## src/rtl/fxp_div_sm_if.sv

```systemverilog
`default_nettype none
// ============================================================================
// Module      : fxp_div_sm_if
// Description : Handshake and operand/result bundle for the sign-magnitude
//               fixed-point divider.
//               master : drives start, Operand_1, Operand_2; observes status
//               slave  : the divider; drives ready, busy, done, result, flags
// Revision    : 1.0 - initial release
// ============================================================================
interface fxp_div_sm_if #(
    parameter int DATA_W = 16
);
    logic              start;
    logic [DATA_W-1:0] Operand_1;
    logic [DATA_W-1:0] Operand_2;
    logic              ready;
    logic              busy;
    logic              done;
    logic [DATA_W-1:0] result;
    logic              div_by_zero;
    logic              overflow;

    modport master (
        output start, Operand_1, Operand_2,
        input  ready, busy, done, result, div_by_zero, overflow
    );

    modport slave (
        input  start, Operand_1, Operand_2,
        output ready, busy, done, result, div_by_zero, overflow
    );
endinterface
`default_nettype wire

```

## src/rtl/fxp_div_sm.sv

```systemverilog
`default_nettype none
// ============================================================================
// Module      : fxp_div_sm
// Description : Iterative restoring radix-2 divider for sign-magnitude
//               fixed-point words (sign in MSB, magnitude with FRAC_W
//               fractional bits). One quotient bit per clock.
// Ports       : clk   - rising-edge clock
//               rst_n - asynchronous active-low reset
//               bus   - fxp_div_sm_if.slave: start/Operand_1/Operand_2 in;
//                       ready/busy/done/result/div_by_zero/overflow out
// Revision    : 1.0 - initial release
// ============================================================================
module fxp_div_sm #(
    parameter int DATA_W = 16,
    parameter int FRAC_W = 8
) (
    input  wire          clk,
    input  wire          rst_n,
    fxp_div_sm_if.slave  bus
);
    localparam int ITER  = DATA_W - 1 + FRAC_W;
    localparam int CNT_W = $clog2(ITER + 1);
    localparam int MAG_W = DATA_W - 1;

    localparam logic [1:0] c_IDLE = 2'd0;
    localparam logic [1:0] c_CALC = 2'd1;
    localparam logic [1:0] c_FIN  = 2'd2;

    localparam logic [CNT_W-1:0] c_LAST = CNT_W'(ITER - 1);

    logic [1:0]        r_state;
    logic              r_sign;
    logic [ITER-1:0]   r_dvd;       // dividend, shifted out MSB first
    logic [MAG_W-1:0]  r_dvs;       // divisor magnitude
    logic [DATA_W-1:0] r_rem;       // partial remainder
    logic [ITER-1:0]   r_quo;
    logic [CNT_W-1:0]  r_cnt;
    logic              r_dbz_pend;
    logic              r_done;
    logic [DATA_W-1:0] r_result;
    logic              r_div_by_zero;
    logic              r_overflow;

    logic [DATA_W-1:0] w_rem_shift;
    logic              w_qbit;
    logic [DATA_W-1:0] w_rem_next;
    logic              w_ovf;
    logic              w_unused;

    // The remainder after a step is always below the divisor, so its top bit
    // never carries information into the next shift.
    assign w_unused    = r_rem[DATA_W-1];

    assign w_rem_shift = {r_rem[DATA_W-2:0], r_dvd[ITER-1]};
    assign w_qbit      = (w_rem_shift >= {1'b0, r_dvs});
    assign w_rem_next  = w_qbit ? (w_rem_shift - {1'b0, r_dvs}) : w_rem_shift;

    // Any quotient bit above the magnitude field means saturation.
    assign w_ovf       = |r_quo[ITER-1:MAG_W];

    always_ff @(posedge clk or negedge rst_n) begin
        if (!rst_n) begin
            r_state       <= c_IDLE;
            r_sign        <= 1'b0;
            r_dvd         <= '0;
            r_dvs         <= '0;
            r_rem         <= '0;
            r_quo         <= '0;
            r_cnt         <= '0;
            r_dbz_pend    <= 1'b0;
            r_done        <= 1'b0;
            r_result      <= '0;
            r_div_by_zero <= 1'b0;
            r_overflow    <= 1'b0;
        end else begin
            r_done <= 1'b0;
            case (r_state)
                c_IDLE: begin
                    if (bus.start) begin
                        r_sign        <= bus.Operand_1[DATA_W-1] ^ bus.Operand_2[DATA_W-1];
                        r_dvd         <= {bus.Operand_1[MAG_W-1:0], {FRAC_W{1'b0}}};
                        r_dvs         <= bus.Operand_2[MAG_W-1:0];
                        r_rem         <= '0;
                        r_quo         <= '0;
                        r_cnt         <= '0;
                        r_div_by_zero <= 1'b0;
                        r_overflow    <= 1'b0;
                        if (bus.Operand_2[MAG_W-1:0] == '0) begin
                            r_dbz_pend <= 1'b1;
                            r_state    <= c_FIN;
                        end else begin
                            r_dbz_pend <= 1'b0;
                            r_state    <= c_CALC;
                        end
                    end
                end
                c_CALC: begin
                    r_rem <= w_rem_next;
                    r_dvd <= {r_dvd[ITER-2:0], 1'b0};
                    r_quo <= {r_quo[ITER-2:0], w_qbit};
                    r_cnt <= r_cnt + 1'b1;
                    if (r_cnt == c_LAST) begin
                        r_state <= c_FIN;
                    end
                end
                c_FIN: begin
                    r_done <= 1'b1;
                    if (r_dbz_pend) begin
                        r_result      <= {r_sign, {MAG_W{1'b1}}};
                        r_div_by_zero <= 1'b1;
                        r_overflow    <= 1'b0;
                    end else if (w_ovf) begin
                        r_result      <= {r_sign, {MAG_W{1'b1}}};
                        r_div_by_zero <= 1'b0;
                        r_overflow    <= 1'b1;
                    end else begin
                        r_result      <= {r_sign, r_quo[MAG_W-1:0]};
                        r_div_by_zero <= 1'b0;
                        r_overflow    <= 1'b0;
                    end
                    r_dbz_pend <= 1'b0;
                    r_state    <= c_IDLE;
                end
                default: begin
                    r_state <= c_IDLE;
                end
            endcase
        end
    end

    assign bus.ready       = (r_state == c_IDLE);
    assign bus.busy        = (r_state != c_IDLE);
    assign bus.done        = r_done;
    assign bus.result      = r_result;
    assign bus.div_by_zero = r_div_by_zero;
    assign bus.overflow    = r_overflow;

endmodule
`default_nettype wire

```

## src/flat_wrapper.sv

```systemverilog
// flat-port wrapper written by rule: the top's interface ports become plain ports
module fxp_div_sm_flat 
#(
    parameter int DATA_W = 16,
    parameter int FRAC_W = 8
)
  (clk, rst_n, bus_start, bus_Operand_1, bus_Operand_2, bus_ready, bus_busy, bus_done, bus_result, bus_div_by_zero, bus_overflow);
  fxp_div_sm_if #(.DATA_W(DATA_W)) bus_i ();
  input  wire clk;
  input  wire rst_n;
  input wire logic [$bits(bus_i.start)-1:0] bus_start;
  input wire logic [$bits(bus_i.Operand_1)-1:0] bus_Operand_1;
  input wire logic [$bits(bus_i.Operand_2)-1:0] bus_Operand_2;
  output wire logic [$bits(bus_i.ready)-1:0] bus_ready;
  output wire logic [$bits(bus_i.busy)-1:0] bus_busy;
  output wire logic [$bits(bus_i.done)-1:0] bus_done;
  output wire logic [$bits(bus_i.result)-1:0] bus_result;
  output wire logic [$bits(bus_i.div_by_zero)-1:0] bus_div_by_zero;
  output wire logic [$bits(bus_i.overflow)-1:0] bus_overflow;
  assign bus_i.start = bus_start;
  assign bus_i.Operand_1 = bus_Operand_1;
  assign bus_i.Operand_2 = bus_Operand_2;
  assign bus_ready = bus_i.ready;
  assign bus_busy = bus_i.busy;
  assign bus_done = bus_i.done;
  assign bus_result = bus_i.result;
  assign bus_div_by_zero = bus_i.div_by_zero;
  assign bus_overflow = bus_i.overflow;
  fxp_div_sm #(.DATA_W(DATA_W), .FRAC_W(FRAC_W)) u_core (.clk(clk), .rst_n(rst_n), .bus(bus_i));
endmodule
```

## config.mk

```make
export PLATFORM = sky130hd
export DESIGN_NAME = fxp_div_sm_flat
export DESIGN_NICKNAME = d
export VERILOG_FILES = /design/src/rtl/fxp_div_sm_if.sv /design/src/rtl/fxp_div_sm.sv /design/src/flat_wrapper.sv
export SDC_FILE = /design/constraint.sdc
export NUM_CORES = 1
export LEC_CHECK = 0
export CAP_MARGIN = 40
export CORE_MARGIN = 2
export CORE_UTILIZATION = 40
export CTS_CLUSTER_SIZE = 25
export DETAILED_ROUTE_END_ITERATION = 8
export HOLD_SLACK_MARGIN = 0.08
export PLACE_DENSITY = 0.7
export SYNTH_ARGS = -nofsm -noshare
export SYNTH_HDL_FRONTEND = slang
export SYNTH_SLANG_ARGS = --single-unit
```

## constraint.sdc

```tcl
create_clock -name clk -period 3.1 [get_ports clk]
set_input_delay 0.31 -clock clk [delete_from_list [all_inputs] [get_ports clk]]
set_output_delay 0.31 -clock clk [all_outputs]
set_load 0.05 [all_outputs]
```

Word level (Yosys, flattened, before mapping)
Cells that the tools add are included.
{"block": "word_totals", "regBits": 104, "latchBits": 0, "mem_bits_rw": 0, "mem_bits_ro": 0, "in_bits": 35, "elab_cells": 56, "n_memories": 0}
{"block": "op_classes", "addsub": 2, "multipliers": 0, "div": 0, "n_lt_le_gt_ge": 1, "n_eq_ne": 5, "n_shift": 0, "muxes": 25, "bitwise": 1, "n_reduce_logical": 10}
{"op": "23-bit one-hot mux with 2 select lines", "n": 2}
{"op": "15-bit two-way mux", "n": 4}
{"op": "23-bit two-way mux", "n": 2}
{"op": "15-bit one-hot mux with 2 select lines", "n": 1}
{"op": "16-bit by 15-bit greater-or-equal comparator with 1-bit output", "n": 1}
{"op": "15-bit logical NOT", "n": 1}
{"op": "15-bit subtractor", "n": 1}
{"op": "5-bit one-hot mux with 2 select lines", "n": 1}
{"op": "2-bit AND reduction", "n": 4}
{"op": "8-bit OR reduction", "n": 1}
{"op": "1-bit two-way mux", "n": 7}
{"op": "2-bit two-way mux", "n": 3}
{"op": "1-bit one-hot mux with 2 select lines", "n": 3}
{"op": "2-bit nonzero test", "n": 3}
{"op": "5-bit by 1-bit adder with 5-bit output (second input constant)", "n": 1}
{"op": "5-bit == test (second input constant)", "n": 1}
{"op": "5-bit two-way mux", "n": 1}
{"op": "2-bit one-hot mux with 2 select lines", "n": 1}
{"op": "2-bit by 1-bit == test with 1-bit output (second input constant)", "n": 1}
{"op": "2-bit == test (second input constant)", "n": 1}
{"op": "2-bit logical NOT", "n": 1}
{"op": "2-bit by 1-bit != test with 1-bit output (second input constant)", "n": 1}
{"op": "2-bit != test (second input constant)", "n": 1}
{"op": "1-bit XOR", "n": 1}

Depth between registers and ports, before layout
{"block": "logic_depth", "word_depth": 4, "mapped_depth": 11, "depth_no_buf": 10}

Worst setup path before layout
Ideal clock, no wire load.
{"block": "synth_path", "path_kind": "reg-to-reg", "startpoint": "register u_core.r_dvs[0]", "endpoint": "register u_core.r_rem[13]", "t_arrival_ns": 2.122, "required_ns": 3.023, "setup_slack_ns": 0.902, "stages_incl_launch_ff": 10, "path_buffers": 0, "synth_period_minus_slack_ns": 2.198, "path_cell_list": "dfrtp_1 > ha_1 > inv_1 > fa_1 > nand3_1 > a31oi_1 > nor2_1 > o31a_1 > or4_1 > o21ai_1"}
{"block": "synth_between", "elab_chain_len": 3}
{"item": "from (decl)", "line": "fxp_div_sm.sv:34", "source": "logic [MAG_W-1:0] r_dvs;"}
{"item": "from (signal assigned)", "line": "fxp_div_sm.sv:82", "source": "r_dvs <= bus.Operand_2[MAG_W-1:0];"}
{"item": "15-bit subtractor or 16-bit by 15-bit greater-or-equal comparator with 1-bit output (tied branches)", "line": "fxp_div_sm.sv:56, fxp_div_sm.sv:55"}
{"item": "15-bit two-way mux *", "line": "fxp_div_sm.sv:56", "source": "assign w_rem_next = w_qbit ? (w_rem_shift - {1'b0, r_dvs}) : w_rem_shift;"}
{"item": "15-bit one-hot mux with 2 select lines *", "line": "fxp_div_sm.sv:77", "source": "case (r_state)"}
{"item": "to (signal assigned)", "line": "fxp_div_sm.sv:98", "source": "r_rem <= w_rem_next;"}
{"item": "to (decl)", "line": "fxp_div_sm.sv:35", "source": "logic [DATA_W-1:0] r_rem;"}
Mark *: on every way between the ends. The rest lies on a longest branch, timed or not.
A chain may end at the register's enable or synchronous reset.

Worst setup path in the final report
{"block": "layout_path", "startpoint": "register u_core.r_rem[4]", "endpoint": "register u_core.r_rem[13]"}
{"block": "layout_between", "elab_chain_len": 3}
{"item": "15-bit subtractor or 16-bit by 15-bit greater-or-equal comparator with 1-bit output (tied branches)", "line": "fxp_div_sm.sv:56, fxp_div_sm.sv:55"}
{"item": "15-bit two-way mux *", "line": "fxp_div_sm.sv:56"}
{"item": "15-bit one-hot mux with 2 select lines *", "line": "fxp_div_sm.sv:77"}
Marks and branches as above.

==> metrics.yaml <==
status: "finished with violations"
violations: "design-rule violations"
post_drt_wl_per_cell_um: 15.3
antenna_found_initial: 0
synth_edf_count: 0
internal-power_uw: 3750
arrival_ns: 2.88
route.detailed.drc: 7
yosysTopAreaCell: "dfrtp_1"
grtUsageTotal_pct: 18.1
grt_pass1_vias: 3825
p_comb_share_pct: 51.3
nNetsFinal: 618
clockPowerShare_pct: 17.7
r2r_cells: 7
cts_num_sinks: 96
min_from: "u_core.r_dvd[15]$_DFFE_PN0P_"
htree_levels: 3
ys_async_sr_fraction_pct: 100
hold_depth: 2
synthCells: 525
top_level_ports: 56
via_per_inst: 5.60
clock_path_buffers: 2
start_util_pct: 41.3
p_switching_uw: 2840
skew_ns: 0.00590
syn_nets: 578
post-route-period-util_pct: 84.3
finalPower_uw: 6590
area.growth.synth_to_final_pct: 20.9
avgSynthCellArea_sq_um: 9.05
path_class: "register to register"
reg2reg_to: "u_core.r_rem[13]$_DFFE_PN0P_"
ant_nets: 0
grt_first_pass_wirelength_mm: 18.7
overflow: 0
cp_common_cell: "o21ai_1"
hold_path.class: "register to register"
crit_buf_inv: 0
synthTopCellsByArea: "dfrtp_1, nand2_1, nand3_1"
min_delay_worst_endpoint: "u_core.r_dvd[15]$_DFFE_PN0P_"
fill_cells: 1072
p_leak_uw: 0.00250
preCtsSetupSlack_ns: 0.521
synth_cell_types: 51
fin_ws_ns: 0.486
max-cap-violations: 0
cp_slowest_cell: "or4_1"
crit_path_start: "u_core.r_rem[4]$_DFFE_PN0P_"
ir_worst_vdd_v: 0.000449
worstMarginPinSlew_ns: 0.802
max_clock_freq_ghz: 0.383
clk_pin_slew_ns: 0.07
slew_violations: 0
critPathRequiredTime_ns: 3.37
slew_headroom_pct: 46.4
num_antenna_cells: 0
synth_ff_type: "dfrtp_1"
num_vias: 3991
worstPathCellList: "ha_1 -> a21oi_1 -> o21ai_1 -> nor2_1 -> o31a_1 -> or4_1 -> o21ai_1"
synth_seq_cells: 96
fin_util_pct: 49.9
p_per_area_nw_per_um2: 1150
cts_tree: "built"
grt_max_degree: 97
yosys_warnings: 0
cts.repair.resized: 0
row_count: 39
clk_latency_ns: 0.34
cts-hold-fix-buffers: 1
cts_root_buf: "clkbuf_16"
io_buffers: 55
power_frac_seq_pct: 31.1
endpoint_kind: "register"
postCtsSetupBuffers: 0
drt_iter0_drc: 284
first_pass_iters: 7
setup_viol: 0
fp.dieW_um: 113
yosysTopAreaCellShare_pct: 50.6
drt_wl_total_mm: 10.9
worst-path-max-fanout: 15
drive_gt1_share_pct: 5.09
synth.cell_area_sq_um: 4750
cts_made_buffers: 9
die-area_sq_um: 12800
rsz0062_at_grt: "false"
critPathMaxStageDelay_ns: 0.59
fp.coreArea_sq_um: 11500
die_y_um: 113
hpwl_mm: 7.60
ff2ff_setup_slack_ns: 0.49
cp-start-kind: "register"
fin_tns_setup_ns: 0
yosysSeqAreaShare_pct: 50.6
routabilityCongestion: 0.972
finalCriticalPeriod_ns: 2.61
switching_share_pct: 43.2
cpLargestDelayFamily: "compound AO/OA/AOI/OAI gates"
rr_startpoint: "u_core.r_rem[4]$_DFFE_PN0P_"
finalHoldViolCount: 0
## worst max path at each step
stage / cells after the start / to / slack (ns)
final: 7 / u_core.r_rem[13]$_DFFE_PN0P_ / 0.49
after detailed placement: 9 / u_core.r_rem[13]$_DFFE_PN0P_ / 0.52
after global routing: 10 / u_core.r_rem[13]$_DFFE_PN0P_ / 0.37
after CTS: 9 / u_core.r_rem[13]$_DFFE_PN0P_ / 0.51
after floorplan: 9 / u_core.r_rem[13]$_DFFE_PN0P_ / 0.90
after global placement: 9 / u_core.r_rem[13]$_DFFE_PN0P_ / 0.57
## synthesized netlist by cell type, drive strengths merged (2+ instances only)
master  number
o21ai       54
nor2        13
nor3         2
a22oi       14
o31a         2
xor2         5
ha          17
o211ai       4
nand4b       2
nor4         7
inv         19
a211oi       7
a21oi       12
nand4        7
nand3b       2
nand3       53
nand2b       4
buf          7
and4         2
dfrtp       96
clkbuf      27
nor2b        2
xnor2        7
o22a        15
nand2      122
## final cells by class
class	count	area [sq um]	share of cell area, %
Clock inverter	5	61.3	1.07
Timing Repair Buffer	63	623	10.8
Multi-Input combinational cell	375	2150	37.4
Inverter	20	75.1	1.31
Sequential cell	96	2400	41.8
Clock buffer	11	253	4.40
Tap cell	143	179	3.12
## sequential cells by signal (all words and copies together), names as in the netlist
register                flops
u_core.r_rem               15
u_core.bus.done             1
u_core.r_state              2
u_core.r_dvs               15
u_core.bus.result          16
u_core.r_sign               1
u_core.r_cnt                5
u_core.bus.overflow         1
u_core.r_dbz_pend           1
u_core.r_dvd               15
u_core.r_quo               23
u_core.bus.div_by_zero      1
## worst reg2reg max path: cells and delay by family, from the launching register on
family	cells	cell delay [ns]
fa+ha+maj	1	0.42
compound gates	4	1.02
flops	1	0.40
simple gates	2	0.71
## power groups by stage
stage / clock network, uW / registers [uW] / logic, uW
6_report: 1160 / 2050 / 3380
5_1_grt: 1240 / 2110 / 3820
4_1_cts: 1190 / 2040 / 3360
3_5_place_dp: 0 / 2060 / 3350
3_3_place_gp: 0 / 2050 / 3290
2_1_floorplan: 0 / 2080 / 2500
## layout by cell type, fill, tap and decap left out, types with 2 or more instances in the layout
cell / synthesis / final
a22oi_1: 14 / 14
ha_1: 17 / 17
a211oi_1: 7 / 7
a21oi_1: 11 / 11
nor2_1: 13 / 13
xor2_1: 5 / 5
and4_1: 2 / 2
clkbuf_16: 0 / 9
o31a_1: 2 / 2
o21ai_1: 2 / 2
o22a_1: 15 / 15
nand3b_1: 2 / 2
nor4_1: 7 / 7
buf_4: 0 / 7
nand2b_1: 4 / 4
nand4_1: 7 / 7
o21ai_0: 52 / 52
xnor2_1: 7 / 7
clkdlybuf4s50_1: 0 / 54
nand4b_1: 2 / 2
nand2_1: 122 / 122
clkbuf_8: 0 / 2
dfrtp_1: 96 / 96
inv_1: 19 / 19
nand3_1: 53 / 53
inv_6: 0 / 2
o211ai_1: 4 / 4
nor3_1: 2 / 2
## per-layer routing
| metal | track usage [%] | vias up | routed length, um |
|---|---|---|---|
| met2 | 28.8 | 120 | 5260 |
| met5 | 0 | - | 0 |
| met3 | 2.57 | 17 | 483 |
| li1 | - | 1924 | - |
| met1 | 24.7 | 1930 | 4970 |
| met4 | 8.54 | 0 | 212 |
## stage by stage
step                hold WS (ns)  instance area [sq um]  instances
floorplan                 0.0144                   4750        525
global placement           0.400                   5420        696
detailed placement         0.406                   5420        696
CTS                        0.482                   5740        713
global route               0.509                   5740        713
finish                     0.478                   5740        713
## logic make-up after synthesis
family | count (synthesis) | share of synthesized area (%)
compound gates | 124 | 17.0
xor+xnor | 12 | 2.21
fa+ha+maj | 18 | 4.90
buf+inv | 54 | 4.40
flops | 96 | 50.6
mux | 1 | 0.211
simple gates | 220 | 20.7
(Power assumes the default switching activity.)
